$ cat config.mk
export PLATFORM = sky130hd
export DESIGN_NAME = tx_byte_queue
export DESIGN_NICKNAME = d
export VERILOG_FILES = /design/src/rtl/tx_byte_queue.sv
export SDC_FILE = /design/constraint.sdc
export NUM_CORES = 1
export LEC_CHECK = 0
export ABC_AREA = 1
export CAP_MARGIN = 20
export CORE_ASPECT_RATIO = 1.4
export CORE_MARGIN = 1.5
export CORE_UTILIZATION = 55
export CTS_CLUSTER_DIAMETER = 40
export DETAILED_ROUTE_END_ITERATION = 12
export GPL_TIMING_DRIVEN = 0
export PLACE_DENSITY = 0.83
export SLEW_MARGIN = 10
export SYNTH_ARGS = -nofsm -noshare
export SYNTH_HDL_FRONTEND = slang
export SYNTH_SLANG_ARGS = --single-unit
export TNS_END_PERCENT = 100
$ cat constraint.sdc
create_clock -name CLK -period 3.42 [get_ports CLK]
set_input_delay 0.684 -clock CLK [delete_from_list [all_inputs] [get_ports CLK]]
set_output_delay 0.684 -clock CLK [all_outputs]
set_load 0.01 [all_outputs]
$ cat src/rtl/tx_byte_queue.sv
// Queues controller response bytes and presents each one to the TX data synchronizer, held for HOLD_CYCLES, then follows the TX_Busy_SYNC handshake.
// Latency: byte written at edge k is presented after edge k+1; overflowed writes are dropped and flagged with DROP.
module tx_byte_queue #(
    parameter int DATA_WIDTH  = 8,
    parameter int DEPTH       = 8,
    parameter int HOLD_CYCLES = 16,
    parameter int TIMEOUT     = 255
) (
    input  logic                       CLK,
    input  logic                       RST,
    input  logic [DATA_WIDTH-1:0]      IN_DATA,
    input  logic                       IN_VALID,
    input  logic                       TX_Busy_SYNC,
    output logic [DATA_WIDTH-1:0]      OUT_DATA,
    output logic                       OUT_VALID,
    output logic                       FULL,
    output logic                       EMPTY,
    output logic [$clog2(DEPTH):0]     COUNT,
    output logic                       DROP,
    output logic                       TIMEOUT_ERR
);
    localparam int AW = $clog2(DEPTH);
    localparam int CW = AW + 1;

    typedef enum logic [1:0] {
        S_IDLE,
        S_HOLD,
        S_WAIT_BUSY,
        S_WAIT_DONE
    } state_t;

    state_t                state_q, state_d;
    logic [DATA_WIDTH-1:0] mem_q [DEPTH];
    logic [AW-1:0]         wr_ptr_q, rd_ptr_q;
    logic [CW-1:0]         count_q;
    logic [7:0]            cnt_q, cnt_d;
    logic [DATA_WIDTH-1:0] out_data_q;
    logic                  drop_q, terr_q, terr_d;
    logic                  full, empty, push, pop;

    assign full  = (count_q == CW'(DEPTH));
    assign empty = (count_q == '0);
    // FULL is taken from the registered count, so a same-cycle pop never rescues a write
    assign push  = IN_VALID && !full;

    always_ff @(posedge CLK) begin
        if (push) begin
            mem_q[wr_ptr_q] <= IN_DATA;
        end
    end

    always_ff @(posedge CLK or posedge RST) begin
        if (RST) begin
            wr_ptr_q   <= '0;
            rd_ptr_q   <= '0;
            count_q    <= '0;
            out_data_q <= '0;
            drop_q     <= 1'b0;
        end else begin
            drop_q <= IN_VALID && full;
            if (push) begin
                wr_ptr_q <= wr_ptr_q + AW'(1);
            end
            if (pop) begin
                rd_ptr_q   <= rd_ptr_q + AW'(1);
                out_data_q <= mem_q[rd_ptr_q];
            end
            case ({push, pop})
                2'b10:   count_q <= count_q + CW'(1);
                2'b01:   count_q <= count_q - CW'(1);
                default: count_q <= count_q;
            endcase
        end
    end

    always_ff @(posedge CLK or posedge RST) begin
        if (RST) begin
            state_q <= S_IDLE;
            cnt_q   <= '0;
            terr_q  <= 1'b0;
        end else begin
            state_q <= state_d;
            cnt_q   <= cnt_d;
            terr_q  <= terr_d;
        end
    end

    always_comb begin
        state_d = state_q;
        cnt_d   = cnt_q;
        terr_d  = 1'b0;
        case (state_q)
            S_IDLE: begin
                if (!empty && !TX_Busy_SYNC) begin
                    state_d = S_HOLD;
                    cnt_d   = '0;
                end
            end
            S_HOLD: begin
                if (cnt_q == 8'(HOLD_CYCLES - 1)) begin
                    state_d = S_WAIT_BUSY;
                    cnt_d   = '0;
                end else begin
                    cnt_d = cnt_q + 8'd1;
                end
            end
            S_WAIT_BUSY: begin
                if (TX_Busy_SYNC) begin
                    state_d = S_WAIT_DONE;
                    cnt_d   = '0;
                end else if (cnt_q == 8'(TIMEOUT - 1)) begin
                    // transmitter never picked the byte up; it is abandoned
                    state_d = S_IDLE;
                    cnt_d   = '0;
                    terr_d  = 1'b1;
                end else begin
                    cnt_d = cnt_q + 8'd1;
                end
            end
            S_WAIT_DONE: begin
                if (!TX_Busy_SYNC) begin
                    state_d = S_IDLE;
                    cnt_d   = '0;
                end
            end
            default: begin
                state_d = S_IDLE;
                cnt_d   = '0;
            end
        endcase
    end

    always_comb begin
        pop       = (state_q == S_IDLE) && !empty && !TX_Busy_SYNC;
        OUT_VALID = (state_q == S_HOLD);
    end

    assign OUT_DATA    = out_data_q;
    assign FULL        = full;
    assign EMPTY       = empty;
    assign COUNT       = count_q;
    assign DROP        = drop_q;
    assign TIMEOUT_ERR = terr_q;
endmodule

Yosys cells after proc, flatten, opt, wreduce, memory -nomap -nowiden
Memory sizes are Yosys's and may differ from the RTL's. A register that Yosys moved wholly into a read port is not among the register bits.
Index checks and enable logic that the tools add are counted.
{"block": "classes", "add_sub_neg": 5, "n_eq_ne": 12, "muxes": 18, "reduce_logical": 13}
{"cell": "8-bit 2-to-1 mux", "n": 5}
{"cell": "8-bit one-hot mux with 4 select lines", "n": 1}
{"cell": "2-bit 2-to-1 mux", "n": 5}
{"cell": "8-bit by 1-bit adder with 8-bit output, second input constant", "n": 1}
{"cell": "8-bit by 4-bit == test with 1-bit output, second input constant", "n": 1}
{"cell": "8-bit == test, second input constant", "n": 1}
{"cell": "2-bit one-hot mux with 4 select lines", "n": 1}
{"cell": "4-bit one-hot mux with 2 select lines", "n": 1}
{"cell": "3-bit by 1-bit adder with 3-bit output, second input constant", "n": 2}
{"cell": "2-bit == test, second input constant", "n": 3}
{"cell": "1-bit logical AND", "n": 5}
{"cell": "1-bit 2-to-1 mux", "n": 5}
{"cell": "4-bit by 1-bit adder with 4-bit output, second input constant", "n": 1}
{"cell": "2-bit by 1-bit == test with 1-bit output, second input constant", "n": 2}
{"cell": "4-bit == test, second input constant", "n": 1}
{"cell": "4-bit logical NOT", "n": 1}
{"cell": "2-bit != test, second input constant", "n": 2}
{"cell": "4-bit AND reduction", "n": 1}
{"cell": "4-bit by 1-bit subtractor with 4-bit output, second input constant", "n": 1}
{"cell": "1-bit logical NOT", "n": 3}
{"cell": "3-bit != test, second input constant", "n": 1}
{"cell": "2-bit logical NOT", "n": 1}
{"cell": "2-bit by 1-bit != test with 1-bit output, second input constant", "n": 1}
{"cell": "2-bit AND reduction", "n": 1}
{"cell": "2-bit nonzero test", "n": 1}
{"block": "totals", "ff_bits": 22, "ramBits": 64, "inputBits": 12, "output_inout_bits": 17, "elab_cells": 56, "memories": 1}
{"name": "mem_q", "words": 8, "width": 8, "rd": 1, "rd_ports_with_merged_regs": 1, "wr": 1, "line_no": "33", "text": "logic [DATA_WIDTH-1:0] mem_q [DEPTH];"}

Depth between registers and ports, before layout
Gate-level depths: netlist (run 1).
{"block": "logic_depth", "ltp_word": 6, "ltp_mapped": 12}

Worst setup path before layout (run 1)
No wires, ideal clock.
{"block": "synth_timing", "kind": "input -> register", "from": "in TX_Busy_SYNC", "to": "reg count_q[3], in the netlist COUNT[3]", "setup_time_ps": 126, "t_arrival_ps": 1953, "required_ps": 3294, "setup_slack_ps": 1341, "stages": 11, "path_buffers": 1, "path_cell_list": "inv_2 > nand2_4 > nor2_4 > buf_6 > ha_1 > ha_1 > a21oi_1 > nand2_1 > xnor2_1 > nand2_1 > o21ai_0"}
{"block": "synth_via", "elab_chain_cells": 4, "elab_cells_between_ends": 6}
{"element": "start, declared", "line_no": "13", "text": "input logic TX_Busy_SYNC,"}
{"element": "1-bit logical NOT *", "line_no": "134", "text": "pop = (state_q == S_IDLE) && !empty && !TX_Busy_SYNC;"}
{"element": "1-bit logical AND *", "line_no": "134"}
{"element": "via pop", "line_no": "39", "text": "logic full, empty, push, pop;"}
{"element": "2-bit by 1-bit == test with 1-bit output or 2-bit == test (tied branches)", "line_no": "68", "text": "case ({push, pop})"}
{"element": "4-bit one-hot mux with 2 select lines or 2-bit nonzero test (tied branches)"}
{"element": "end signal, assigned", "line_no": "69", "text": "2'b10: count_q <= count_q + CW'(1);"}
{"element": "end signal, assigned", "line_no": "70", "text": "2'b01: count_q <= count_q - CW'(1);"}
{"element": "end signal, assigned", "line_no": "71", "text": "default: count_q <= count_q;"}
{"element": "end, declared", "line_no": "35", "text": "logic [CW-1:0] count_q;"}
Mark *: on every way through the listed nets, which the timed path passes. The rest lies on a longest branch.
A chain may end at the register's enable or synchronous reset.

Worst setup path after layout (run 1)
Ends and elaborated chain as after synthesis.

==> run metrics, run 1 <==
Worst Reg-to-Reg Cells 12; Starting DRT DRC Count between 300 and 400; final worst setup slack around 0.9 ns; depth of the worst hold-timing path 2; Final HPWL DP 6.33 mm; status complete, no violations; number of routed nets with antenna violations 0; Slew Viols, Final 0; Initial Utilization 57.2%; unrepaired setup endpoints after global routing false; CTS max path bufs 2; Core ar. 7450 sq um; n_diodes 0; H-tree depth 3; asr flop ratio synth 31.9%; routed wire length 9.12 mm; GR Layer Usage met3 4.68%; Worst-Margin Slew 0.812 ns; clk slew on worst S/H paths roughly 0.08 ns; Final Cycle Share 74.1%; met1 Use GR between 20% and 30%; setup tns final 0 ns; TritonCTS clock tree yes; num ports 29; Hold Startpoint OUT_DATA[4]; Lkg Pwr 1.95 nW; Synth Instances around 400; Synth area leader edfxtp_1; Mapped Area 4270 sq um; Max Fanout on Critical Path 10; Fmax achieved 395 MHz; pwr dens 813 nW/um^2; largest net degree at the start of global routing 20; placed cell areas 4690 sq um; GR peak layer met2; Die ar. 8300 sq um; finished layout cell area 4880 sq um; Post-Syn Nets ~420; slowest CP cell clkdlybuf4s50_1; Tightest Hold Check Type flip-flop to flip-flop; number of global-route vias before repair 2,987; r2r setup slk 1.10 ns; met2 Usage GRT 43.3%; most frequent cell after synthesis nor2_1; hold_buf cts 0; total track usage a little under a quarter; pre-CTS setup slack 0.496 ns; Vias 2,894; R2R Path End COUNT[3]; CTS root buffer clkbuf_8; Core Rows 37; Synth top area share a little under half; gr ovfl total 0; Num CTS Buffers 9; Synth Warn # 0; Die Width 77.4 um; Core Util, Final 65.5%; largest stage delay on the critical path approximately 0.52 ns; Post-CTS Setup Inserts 0; Slew headroom 45.7%; max_cap viols 0; DRC 0; Critical Path, Cell by Cell clkdlybuf4s50_1 -> inv_2 -> nand2_4 -> nor2_4 -> buf_6 -> ha_1 -> ha_1 -> a21oi_1 -> nand2_1 -> xnor2_1 -> nand2_1 -> o21ai_0; Vias/cell 5.35; clock insertion delay at the later pin of the skew report roughly 0.36 ns; ranking of synthesized cells by area edfxtp_1 (45%), dfrtp_1 (18%), nor2_1 (6.2%); Layout area overhead 14.4%; VDD IR max 0.483 mV; Nets about 460; clock sink count 94; WP data arrival ~2.8 ns; sequential area share after synthesis 62.7%; Worst Setup End Kind flip-flop; Worst Hold End OUT_DATA[4]; Post-synth EDFFs 64; GP Congestion 0.852; Buffers on Ports 28; Post-synth top cells nor2_1 (71), edfxtp_1 (64), nand2_1 (61); crit path time final 2.53 ns; Crit path max-delay family buffers and inverters; count of cell types in the netlist 30; Wirelength per Cell ~17 um; Filler Cell Count about 580; Finish-stage setup viols 0; Die Y 107 um; Pre-antenna DRT Iters 5; share of layout cells above drive strength 1 11.0%; worst clock skew 0.00954 ns; CP required 3.65 ns; flops & latches, synth 94; Syn Area/Cell 10.7 sq um; CP Buf/Inv Count 3; initial antenna violation count 0; reg-to-reg startpoint state_q[1]; Startpoint Class input port; kind of critical path input port to flip-flop; Tot Pwr between 3 and 4 mW; post-cts resize count 0; first-pass GRT wire length 14.6 mm; Top FF cell, synth edfxtp_1; Fin. Hold Viols 0
kinds of logic (layout without fill, tap and decap cells):
family | Yosys count | count (layout) | share of synthesized area (%)
flip-flops | 94 | 94 | 62.7
AND/OR/NAND/NOR | 178 | 178 | 18.5
buffers and inverters | 47 | 92 | 5.66
XOR/XNOR | 7 | 7 | 1.44
adder cells (fa/ha/maj) | 13 | 13 | 3.99
AO/OA/AOI/OAI | 60 | 60 | 7.74
where the power goes:
part / leakage, nW / switching [mW] / internal (mW)
registers: 0.963 / 0.131 / 1.47
logic: 0.898 / 1.01 / 0.647
clock network: 0.0923 / 0.355 / 0.357
cells in the final DEF (no fill, tap or decap):
master           synthesis  layout
inv_1                   29      29
ha_1                    12      12
xnor2_1                  3       3
dfrtp_1                 30      30
nor2_4                   3       3
or2_4                    1       1
a21oi_1                  4       4
edfxtp_1                64      64
buf_4                    2       2
clkinv_1                 1       2
xor2_1                   4       4
o21ai_0                 34      34
o21ai_1                 11      11
a21boi_0                 1       1
nor2_1                  71      71
bufinv_16                0       1
nor2_2                   1       1
buf_6                    7       7
inv_2                    4       4
clkbuf_8                 0      10
a21oi_2                  2       2
nand2_1                 61      61
fa_1                     1       1
clkbuf_1                 0       4
nand2_2                  8       8
clkdlybuf4s50_1          0      28
buf_16                   0       1
nand2_4                  2       2
nor3_1                   1       1
nand3_1                 25      25
o211ai_1                 8       8
clkbuf_2                 1       1
nand4_1                  2       2
nand3_2                  3       3
buf_2                    3       3
area by class of cell:
type / count / area, sq um / area share [%]
clock buffers: 14 / 153 / 3.13
plain buffers: 13 / 114 / 2.33
repair buffers: 29 / 308 / 6.31
inverters: 34 / 128 / 2.61
multi-input cells: 258 / 1350 / 27.7
well taps: 97 / 121 / 2.49
flip-flops and latches: 94 / 2670 / 54.8
clock inverters: 2 / 33.8 / 0.692
through the flow:
| step | hold WS [ns] | instances |
|---|---|---|
| finish | 0.490 | 541 |
| detailed placement | 0.473 | 525 |
| global placement | 0.465 | 524 |
| CTS | 0.490 | 541 |
| floorplan | 0.486 | 399 |
| global route | 0.509 | 541 |
state kept, by name, indices dropped and copies added (netlist names):
signal	cells
TIMEOUT_ERR	1
DROP	1
mem_q	64
COUNT	4
rd_ptr_q	3
state_q	2
wr_ptr_q	3
OUT_DATA	8
cnt_q	8
worst min-delay path, delay by kind of cell (launching register included):
| kind | cells | cell delay, ns |
|---|---|---|
| flops | 1 | 0.35 |
| simple gates | 2 | 0.11 |
worst max-delay path by stage:
stage,end,from,cells past startpoint
after global placement,COUNT[3],TX_Busy_SYNC,12
after floorplan,COUNT[3],TX_Busy_SYNC,11
after CTS,COUNT[3],TX_Busy_SYNC,12
after global routing,COUNT[3],TX_Busy_SYNC,12
final,COUNT[3],TX_Busy_SYNC,12
after detailed placement,COUNT[3],TX_Busy_SYNC,12
routing by layer:
layer	vias up	part of all wire, %
met5	-	0
met4	0	2.7
met3	16	4.4
met2	91	55
met1	1378	38
li1	1409	-
No activity file was read; power rests on OpenSTA's default activity.
==> run 2: changes to the inputs <==
CORE_UTILIZATION = 53   (was 55)
PLACE_DENSITY = 0.84   (was 0.83)
clock period = 2.03 ns   (was 3.42 ns; I/O delays follow)
==> run 2 against run 1 <==
  * Routed wire length down 9.3%
  * Critical endpoint is now COUNT[2]
  * Final cell count up 1.7%
  * Hold slack worse by 0.035 ns
  * Via count up 1.5%
  * Die area up 3.6%
  * Register-to-register slack worse by 1.0 ns
  * Global-route usage decreased by 3.1 points
  * Clock power up 60%
  * Core utilization shrank 1.7 points
  * Critical path type is now flip-flop to flip-flop
==> run metrics, run 2 (synthesis gave the netlist of run 1 again) <==
commonest cells after routing, fill and taps aside edfxtp_1 (64), nor2_1 (63), nand2_1 (61) (was nor2_1 (71), edfxtp_1 (64), nand2_1 (61)); initial antenna violation count 0 (unchanged); Core Util, Final 63.8% (was 65.5%); Worst Setup End Kind flip-flop (unchanged); Pre-antenna DRT Iters 5 (unchanged); Wirelength per Cell 15.0 um (was 16.9 um); Finish-stage setup viols 0 (unchanged); Lkg Pwr 2.02 nW (was 1.95 nW); Layout area overhead 16.7% (was 14.4%); TritonCTS clock tree yes (unchanged); r2r setup slk 0.07 ns (was 1.10 ns); share of layout cells above drive strength 1 15.6% (was 11.0%); Final HPWL DP 5.82 mm (was 6.33 mm); clk slew on worst S/H paths 0.08 ns (about the same); H-tree depth 3 (unchanged); reg-to-reg startpoint state_q[0] (was state_q[1]); Tightest Hold Check Type input port to asynchronous set/reset pin (was flip-flop to flip-flop); Num CTS Buffers 9 (unchanged); Vias 2,938 (was 2,894); finished layout cell area 4980 sq um (was 4880 sq um); pwr dens 1360 nW/um^2 (was 813 nW/um^2); met1 Use GR 21.8% (was 26.6%); routed wire length 8.27 mm (was 9.12 mm); Buffers on Ports 28 (unchanged); clock insertion delay at the later pin of the skew report 0.34 ns (was 0.36 ns); placed cells 528 (was 525); Seq. cell area 2670 sq um (unchanged); CTS root buffer clkbuf_8 (unchanged); Worst Reg-to-Reg Cells 10 (was 12); largest reg by FF count mem_q (unchanged); Die Y 109 um (was 107 um); Slew headroom 54.3% (was 45.7%); GR peak layer met2 (unchanged); Core ar. 7800 sq um (was 7450 sq um); setup tns final 0 ns (unchanged); gr ovfl total 0 (unchanged); Die Width 78.8 um (was 77.4 um); Worst-Margin Slew 0.685 ns (was 0.812 ns); crit path time final 1.96 ns; DRC 0 (unchanged); most common cell after layout, fill and taps aside edfxtp_1 (was nor2_1); Nets 470 (was 464); Startpoint Class flip-flop (was input port); n_diodes 0 (unchanged); clock sink count 94 (unchanged); largest net degree at the start of global routing 17 (was 20); CP required 2.30 ns (was 3.65 ns); Vias/cell 5.34 (was 5.35); Filler Cell Count 597 (was 575); worst clock skew 0.00754 ns (was 0.00954 ns); R2R Path End COUNT[2] (was COUNT[3]); Fin. Hold Viols 0 (unchanged); Initial Utilization 54.7% (was 57.2%); first-pass GRT wire length 13.1 mm (was 14.6 mm); Final Cycle Share ~96%; WP data arrival 2.23 ns (was 2.76 ns); placed cell areas 4700 sq um (was 4690 sq um); VDD IR max 0.770 mV (was 0.483 mV); number of global-route vias before repair 2,890 (was 2,987); Core Rows 38 (was 37); Final Instance Count excl. Fillers 550 (was 541); GR Layer Usage met3 4.18% (was 4.68%); GP Congestion 0.872 (was 0.852); multi-input logic area 1400 sq um (was 1350 sq um); CTS max path bufs 2 (unchanged); num ports 29 (unchanged); Max Fanout on Critical Path 10 (unchanged); Fmax achieved 511 MHz; max_cap viols 0 (unchanged); Die ar. 8600 sq um (was 8300 sq um); Starting DRT DRC Count 368 (was 311); max reg flops 64 (unchanged); unrepaired setup endpoints after global routing true (was false); Slew Viols, Final 0 (unchanged); number of routed nets with antenna violations 0 (unchanged); met2 Usage GRT 37.0% (was 43.3%); Tot Pwr 6.76 mW (was 3.97 mW); total track usage 20.7% (was 23.9%); kind of critical path flip-flop to flip-flop (was input port to flip-flop); status complete, no violations (unchanged)
[run 2: cell types whose count changed in the layout (fill, tap and decap cells not counted), moves of 2 or more]
cell	change
nor2_2	+8
dlygate4sd2_1	+2
o21ai_1	+2
buf_4	+6
ha_1	-2
nor2_1	-8
clkdlybuf4s50_1	-4
dlymetal6s2s_1	+2
ha_4	+2
clkinv_2	+4
clkbuf_1	-2
o21ai_0	-2
[run 2: layout make-up]
cell class / instances / share of cell area, %
clock buffers: 11 / 2.64
repair buffers: 35 / 7.14
flip-flops and latches: 94 / 53.7
multi-input cells: 258 / 28.1
plain buffers: 13 / 2.29
clock inverters: 5 / 1.01
inverters: 34 / 2.56
well taps: 100 / 2.51
[run 2: how the worst max path moves through the flow]
stage                            start       end  slack, ns  cells past startpoint
final                       state_q[0]  COUNT[2]       0.07                     10
after global routing        state_q[0]  COUNT[3]      -0.03                     12
after CTS                   state_q[0]  COUNT[3]      -0.03                     12
after detailed placement  TX_Busy_SYNC  COUNT[3]      -0.61                     12
after global placement    TX_Busy_SYNC  COUNT[3]      -0.51                     12
after floorplan             state_q[0]  COUNT[3]       0.02                     12
[run 2: metal layers]
metal	share of wire, %	vias up
met4	2.2	0
met1	35	1391
met5	0	-
li1	-	1428
met2	57	103
met3	5.5	16
[run 2: critical path, cell delays in order (launching register included)]
cell and delay (ns):
dfrtp_1 0.42, inv_2 0.09, ha_1 0.14, inv_1 0.07, nor2_4 0.11, buf_6 0.17, ha_4 0.19, inv_1 0.06
fa_1 0.37, xor2_1 0.15, o21ai_1 0.12
[run 2: power breakdown]
part / internal (mW) / switching (mW) / leakage (nW)
combinational: 1.20 / 1.78 / 0.961
sequential: 2.47 / 0.180 / 0.963
clock: 0.562 / 0.577 / 0.0968
[run 2: repair_timing]
action / in CTS / in global routing
resized for setup: 5 / 14
setup buffers: 5 / 1
endpoints found under the setup margin: 13 / 61
pin swaps: 1 / 0
cloned: 0 / 0
hold buffers: 0 / 0
[run 2: through the flow]
stage | hold WS, ns | setup WS (ns)
after detailed placement | 0.465 | -0.610
after global placement | 0.462 | -0.510
after global routing | 0.489 | -0.0278
after CTS | 0.454 | -0.0329
final | 0.456 | 0.0729
after floorplan | 0.477 | 0.0216
